**src/rtl/spiker_output_collector.sv**
```systemverilog
// Collects per-timestep spike words from the spiker core and ORs them
// into one wide spike vector, pulsing sample_o when the frame is done.
module spiker_output_collector #(
  parameter int WIDTH      = 32,
  parameter int N_REG      = 24,
  parameter int N_STEPS    = 16,
  parameter int DATA_WIDTH = 768
) (
  input  logic                         clk_i,
  input  logic                         rst_ni,
  input  logic                         start_i,
  input  logic                         word_valid_i,
  output logic                         word_ready_o,
  input  logic [WIDTH-1:0]             word_data_i,
  output logic [DATA_WIDTH-1:0]        data_out_o,
  output logic                         sample_o,
  output logic                         busy_o,
  output logic [$clog2(N_STEPS+1)-1:0] step_cnt_o
);

  localparam int IW = (N_REG > 1) ? $clog2(N_REG) : 1;
  localparam int SW = $clog2(N_STEPS + 1);

  localparam logic [1:0] S_IDLE    = 2'd0;
  localparam logic [1:0] S_COLLECT = 2'd1;
  localparam logic [1:0] S_SAMPLE  = 2'd2;

  logic [1:0]            state_q;
  logic [IW-1:0]         word_idx_q;
  logic [SW-1:0]         step_cnt_q;
  logic [DATA_WIDTH-1:0] acc_q;

  logic in_idle;
  logic in_collect;
  logic in_sample;
  logic accept;
  logic last_word;
  logic last_step;

  assign in_idle    = (state_q == S_IDLE);
  assign in_collect = (state_q == S_COLLECT);
  assign in_sample  = (state_q == S_SAMPLE);

  // a start in the same cycle wins over the word handshake
  assign accept    = in_collect & word_valid_i & ~start_i;
  assign last_word = (word_idx_q == IW'(N_REG - 1));
  assign last_step = (step_cnt_q == SW'(N_STEPS - 1));

  assign word_ready_o = in_collect;
  assign sample_o     = in_sample;
  assign busy_o       = ~in_idle;
  assign data_out_o   = acc_q;
  assign step_cnt_o   = step_cnt_q;

  always_ff @(posedge clk_i or negedge rst_ni) begin
    if (!rst_ni) begin
      state_q    <= S_IDLE;
      word_idx_q <= '0;
      step_cnt_q <= '0;
      acc_q      <= '0;
    end else begin
      unique case (1'b1)
        in_collect: begin
          if (start_i) begin
            word_idx_q <= '0;
            step_cnt_q <= '0;
            acc_q      <= '0;
          end else if (accept) begin
            acc_q[word_idx_q*WIDTH +: WIDTH] <=
              acc_q[word_idx_q*WIDTH +: WIDTH] | word_data_i;
            if (last_word) begin
              word_idx_q <= '0;
              step_cnt_q <= step_cnt_q + SW'(1);
              if (last_step) state_q <= S_SAMPLE;
            end else begin
              word_idx_q <= word_idx_q + IW'(1);
            end
          end
        end
        in_sample: begin
          if (start_i) begin
            state_q    <= S_COLLECT;
            word_idx_q <= '0;
            step_cnt_q <= '0;
            acc_q      <= '0;
          end else begin
            state_q <= S_IDLE;
          end
        end
        default: begin
          if (start_i) begin
            state_q    <= S_COLLECT;
            word_idx_q <= '0;
            step_cnt_q <= '0;
            acc_q      <= '0;
          end else begin
            state_q <= S_IDLE;
          end
        end
      endcase
    end
  end

endmodule

```
**config.mk**
```make
export PLATFORM = sky130hd
export DESIGN_NAME = spiker_output_collector
export DESIGN_NICKNAME = d
export VERILOG_FILES = /design/src/rtl/spiker_output_collector.sv
export SDC_FILE = /design/constraint.sdc
export NUM_CORES = 1
export LEC_CHECK = 0
export BUFFER_PORTS_ARGS = -buffer_cell sky130_fd_sc_hd__buf_2
export CAP_MARGIN = 20
export CORE_AREA = 2 2 314 316
export DETAILED_ROUTE_END_ITERATION = 10
export DIE_AREA = 0 0 316 318
export HOLD_SLACK_MARGIN = 0.1
export PLACE_DENSITY_LB_ADDON = 0.15
export RECOVER_POWER = 100
export SLEW_MARGIN = 20
export SYNTH_ARGS = -nofsm -noshare
export SYNTH_HDL_FRONTEND = slang
export SYNTH_SLANG_ARGS = --single-unit
export TNS_END_PERCENT = 100
```
**constraint.sdc**
```tcl
create_clock -name clk_i -period 3.6 [get_ports clk_i]
set_clock_uncertainty 0.05 [all_clocks]
set_input_delay 0.36 -clock clk_i [delete_from_list [all_inputs] [get_ports clk_i]]
set_output_delay 0.36 -clock clk_i [all_outputs]
set_load 0.05 [all_outputs]
```
# After elaboration in Yosys (flattened, before gate mapping)

Cells that the tools add are included.

Shifts and indexed selects: 3
Multiplexer cells: 20
Eq/ne operators: 8
Add/subtract/negate cells: 3
Reductions and logical operators: 7
Bitwise operators: 5

Operators with widths:

| operator                                                | number |
|---|---|
| 2-to-1 mux 768 bit                                      | 4 |
| bitwise mux 768 bit                                     | 1 |
| variable shift 32 x 34 -> 768 bit, first input constant | 1 |
| indexed part select 32 x 34 -> 768 bit                  | 1 |
| indexed part select 768 x 11 -> 32 bit                  | 1 |
| 2-to-1 mux 5 bit                                        | 9 |
| negation 10 -> 34 bit                                   | 1 |
| OR 32 bit                                               | 1 |
| adder 5 x 1 -> 5 bit, second input constant             | 2 |
| 2-to-1 mux 2 bit                                        | 5 |
| inequality test 2 x 1 -> 1 bit, second input constant   | 3 |
| nonzero test 2 bit                                      | 3 |
| == test 5 x 4 -> 1 bit, second input constant           | 1 |
| == test 5 bit, second input constant                    | 1 |
| AND reduction 4 bit                                     | 1 |
| AND reduction 3 bit                                     | 1 |
| bitwise AND 1 bit                                       | 2 |
| == test 2 x 1 -> 1 bit, second input constant           | 1 |
| == test 2 bit, second input constant                    | 1 |
| logical NOT 2 bit                                       | 1 |
| inequality test 2 bit, second input constant            | 1 |
| NOT 1 bit                                               | 2 |
| AND reduction 2 bit                                     | 1 |
| 2-to-1 mux 1 bit                                        | 1 |

Bits of input ports: 36
Flip-flop bits (word level): 780
Logic and storage cells: 50
Output and inout bits: 776

# Depth between registers and ports, before layout

Depth after elaboration: 7
Mapped depth: 16
Gate-level depth less buffers: 10

# Least setup slack after synthesis

OpenSTA, ideal clock, no wires.

Path kind: register -> register
Start: reg word_idx_q[1]
End: reg acc_q[450], in the netlist data_out_o[450]
Buffers on the path: 5
Data arrival time: 3672 ps
Path slack: -189 ps
Required time: 3483 ps
Cell stages (with the launch flop): 16
Setup time: 67 ps
Period minus slack after synthesis: 3789 ps
Cell sequence: dfrtp_1 > buf_2 > clkbuf_1 > clkbuf_1 > inv_1 > ha_1 > buf_2 > inv_1 > nor2_1 > ha_1 > nand4b_1 > nand2b_1 > or2_2 > nor2_1 > buf_2 > a22o_1

Longest elaborated chain between the ends: 7

Ends and longest elaborated chain:

| item                                   | line | source |
|---|---|---|
| start, declared                        | 29   | `logic [IW-1:0] word_idx_q;` |
| start signal, assigned                 | 76   | `word_idx_q <= word_idx_q + IW'(1);` |
| indexed part select 768 x 11 -> 32 bit | 70   | `acc_q[word_idx_q*WIDTH +: WIDTH] \| word_data_i;` |
| OR 32 bit                              | 70   |  |
| indexed part select 32 x 34 -> 768 bit | 69   | `acc_q[word_idx_q*WIDTH +: WIDTH] <=` |
| bitwise mux 768 bit *                  | 69   |  |
| 2-to-1 mux 768 bit *                   | 68   | `end else if (accept) begin` |
| 2-to-1 mux 768 bit *                   | 64   | `if (start_i) begin` |
| 2-to-1 mux 768 bit *                   | -    |  |
| end signal, assigned by index          | 69   |  |
| end, declared                          | 31   | `logic [DATA_WIDTH-1:0] acc_q;` |

Mark *: on every way between the ends. The rest lies on a longest branch, timed or not. The select of a mux whose other input is x is not followed.
A chain may end at the register's enable or synchronous reset.

# Worst setup path after layout

Start: reg word_idx_q[0]
End: reg acc_q[153], in the netlist data_out_o[153]

The elaborated chain is that of the path after synthesis.

==> impl_metrics.py <==
metrics = {
    "cts": {
        "clk_path_buf_depth": 3,
        "htree_levels": 3,
        "cts_tree": "done",
        "root_buffer": "clkbuf_16",
        "clk_latency_ns": 0.66,
        "clk_pin_slew_ns": 0.06,
        "numCtsBuffers": 86,
        "cts_post_setup_buffers_inserted": 0,
        "cts.sinks": 780,
    },
    "power_and_ir_drop": {
        "finalPower_mw": 20.0,
        "p_seq_share_pct": 44.2,
        "switchingPower_mw": 5.31,
        "power_density_nw_per_um2": 460,
        "p_leak_nw": 19.0,
        "p_comb_share_pct": 10.2,
        "switching_share_pct": 26.6,
        "p_int_mw": 14.7,
        "clockPowerShare_pct": 45.6,
        "irDropWorstVdd_mv": 0.330,
    },
    "status": {
        "status": "finished with violations",
        "violations": "max-capacitance violations, max-slew violations",
    },
    "yosys": {
        "ys_ff_latch": 780,
        "synth.distinct_cells": 55,
        "synth_enable_flop_cells": 0,
        "synthMuxAreaShare_pct": 11.5,
        "synth_area_leaders": "dfrtp_1 (56%), a22o_1 (19%), mux2i_1 (7.4%)",
        "async_flop_share_pct": 100,
        "synthXorXnorAreaFrac_pct": 0.125,
        "netlist.area_leader.share_pct": 55.7,
        "yosysMostFrequentCell": "dfrtp_1",
        "syn-cell-area_um2": 35100,
        "yosys-top-cells-count": "dfrtp_1 (780), a22o_1 (765), mux2i_1 (258)",
        "syn-num-nets": 2742,
        "synth_top_cell_by_area": "dfrtp_1",
        "synth-seq-area-share_pct": 55.7,
        "syn_inst": 2698,
        "ys.warnings.count": 0,
        "synth-compound-area-share_pct": 24.2,
        "synth_top_family_by_area": "compound AO/OA/AOI/OAI gates",
        "syn_avg_cell_area_um2": 13.0,
        "synth-adder-area-share_pct": 0.286,
        "synthFlopType": "dfrtp_1",
        "synthSimpleGateAreaFrac_pct": 3.83,
    },
    "finish": {
        "post-route-util_pct": 44.6,
        "multi_input_area_um2": 14400,
        "fill_cells": 9366,
        "area_growth_pct": 23.8,
        "regArea_um2": 19500,
        "final_nets": 3523,
        "drive_above_1_share_pct": 14.0,
    },
    "critical_path": {
        "cp_max_fo": 38,
        "startpoint_type": "flop",
        "cp.arrival_ns": 3.90,
        "r2r_slack_ns": 0.19,
        "worst_r2r_path_depth": 9,
        "end_kind": "flop",
        "worst_ep_required_time_ns": 4.08,
        "worstReg2RegStart": "word_idx_q[0]",
        "rr_endpoint": "data_out_o[153]",
        "critPathKind": "flop to flop",
    },
    "job": {
        "drv_cap": 1,
    },
    "global_route": {
        "grt_first_pass_wirelength_um": 236000,
        "grt_pass1_vias": 30100,
        "grt_usage_pct": 32.6,
        "grt.overflow.total": 0,
        "antenna_found_initial": 5,
        "grt_max_degree": 99,
    },
    "route": {
        "first_pass_iters": 6,
        "viasPerCell": 6.26,
        "drt_wl_total_um": 168000,
        "vias": 30300,
        "wl_per_cell_um": 34.7,
        "drtIter0Drc": 3389,
        "postRouteAntennaNets": 0,
        "route.detailed.drc": 0,
    },
    "place": {
        "hpwl_um": 119000,
        "routabilityCongestion": 0.915,
        "port_buffers": 811,
    },
    "timing": {
        "finalMaxSlewViolations": 89,
        "tightest_slew_ns": 2.79,
        "setup_viol": 0,
        "fin_crit_ns": 3.41,
        "hold_viol_final": 0,
        "max_freq_ghz": 0.293,
        "tns_ns": 0,
        "finalCritPeriodShare_pct": 94.8,
        "max_slew_margin_pct": -86.3,
        "rsz0062_at_grt": "no",
    },
    "worst_hold_path": {
        "holdCritStartpoint": "word_data_i[16]",
        "min_to": "data_out_o[400]",
        "hold_class": "input pin to flop",
        "hold_depth": 4,
    },
    "die": {
        "die_area_um2": 100000,
        "core_area_um2": 97400,
        "die_y_um": 318,
        "start_util_pct": 36.0,
        "ios": 812,
        "placementRows": 115,
        "die_width_um": 316,
    },
}
-- area by class of cell --
class,instances,area share [%]
diodes,3,0.0173
clock buffers,129,5.87
clock inverters,26,0.735
inverters,6,0.0519
multi-input cells,1594,33.1
flip-flops and latches,780,45.0
well taps,1287,3.71
repair buffers,1011,11.5
-- layer usage --
layer  vias to the layer above  GRT usage (%)  wire [um]
li1                      12100              -          -
met1                     16000           42.2      65300
met2                      1796           52.5      79500
met3                       364           8.00      15400
met4                         6           12.5       7730
met5                         -              0         47
-- power by group through the flow --
stage / Clock [mW] / Sequential, mW / Combinational (mW)
after floorplan: 0 / 9.10 / 0.941
after global placement: 0 / 8.99 / 2.05
after detailed placement: 0 / 8.99 / 2.07
after CTS: 9.18 / 8.83 / 2.08
after global routing: 9.57 / 8.83 / 2.14
final: 9.10 / 8.84 / 2.05
-- state kept, by name, summed over array words and instances (netlist names) --
signal      count
word_idx_q      5
state_q         2
data_out_o    768
step_cnt_o      5
-- kinds of logic (layout without fill, tap and decap cells) --
kind of cell	Yosys count	after routing
multiplexers	322	322
buffers and inverters	324	1172
flip-flops	780	780
adder cells (fa/ha/maj)	8	8
AND/OR/NAND/NOR	228	228
other	0	3
XOR/XNOR	5	5
AO/OA/AOI/OAI	1031	1031
-- placed cells by master, fill, tap and decap left out, types with 6 or more instances in the layout --
cell	Yosys	routed
nand4b_1	6	6
clkbuf_16	0	89
clkbuf_2	0	23
buf_4	25	102
clkbuf_4	0	10
nand2_1	8	7
nand3_2	17	16
mux2i_1	258	258
a21oi_1	47	40
clkbuf_1	131	814
dfrtp_1	780	778
a22o_1	765	765
o21a_1	33	33
a31oi_4	0	8
nor2_4	0	8
buf_2	148	38
nor3_1	7	7
nor3_4	1	8
nand3_1	50	50
clkinv_2	0	15
ha_1	8	8
a22oi_1	72	72
bufinv_16	0	7
buf_12	0	39
o22ai_1	90	90
nor2_1	85	78
mux4_2	64	64
clkbuf_8	0	17
-- what timing repair did --
item	in CTS	in global routing
gates resized for setup	1	0
hold buffers	4	0
endpoints found under the setup margin	9	0
endpoints found under the hold margin	76	0
-- critical path, cell delays in order (launching register included) --
cell	delay (ns)
dfrtp_4	0.41
buf_4	0.21
buf_4	0.22
clkbuf_4	0.64
mux2i_1	0.28
o22ai_1	0.17
o22ai_1	0.41
nand3_1	0.16
clkbuf_2	0.36
a22o_1	0.30
-- how the worst max path moves through the flow --
| stage | start | to | depth (start not counted) |
|---|---|---|---|
| 3_3_place_gp | word_idx_q[0] | data_out_o[353] | 7 |
| 2_1_floorplan | word_idx_q[1] | data_out_o[450] | 15 |
| 5_1_grt | rst_ni | data_out_o[159] | 3 |
| 3_5_place_dp | word_idx_q[0] | data_out_o[481] | 7 |
| 6_report | word_idx_q[0] | data_out_o[153] | 9 |
| 4_1_cts | word_idx_q[0] | data_out_o[481] | 7 |
-- per-stage QoR --
| step | hold slack, ns | instances | cell area (um2) | setup slack, ns |
|---|---|---|---|---|
| floorplan | 0.0144 | 2698 | 35100 | 0.0301 |
| global placement | 0.438 | 4673 | 41700 | 0.0788 |
| detailed placement | 0.448 | 4673 | 41700 | 0.00883 |
| CTS | 0.130 | 4832 | 44600 | 0.239 |
| global route | 0.165 | 4834 | 43400 | 0.0653 |
| finish | 0.163 | 4836 | 43400 | 0.186 |
(Power assumes the default switching activity.)
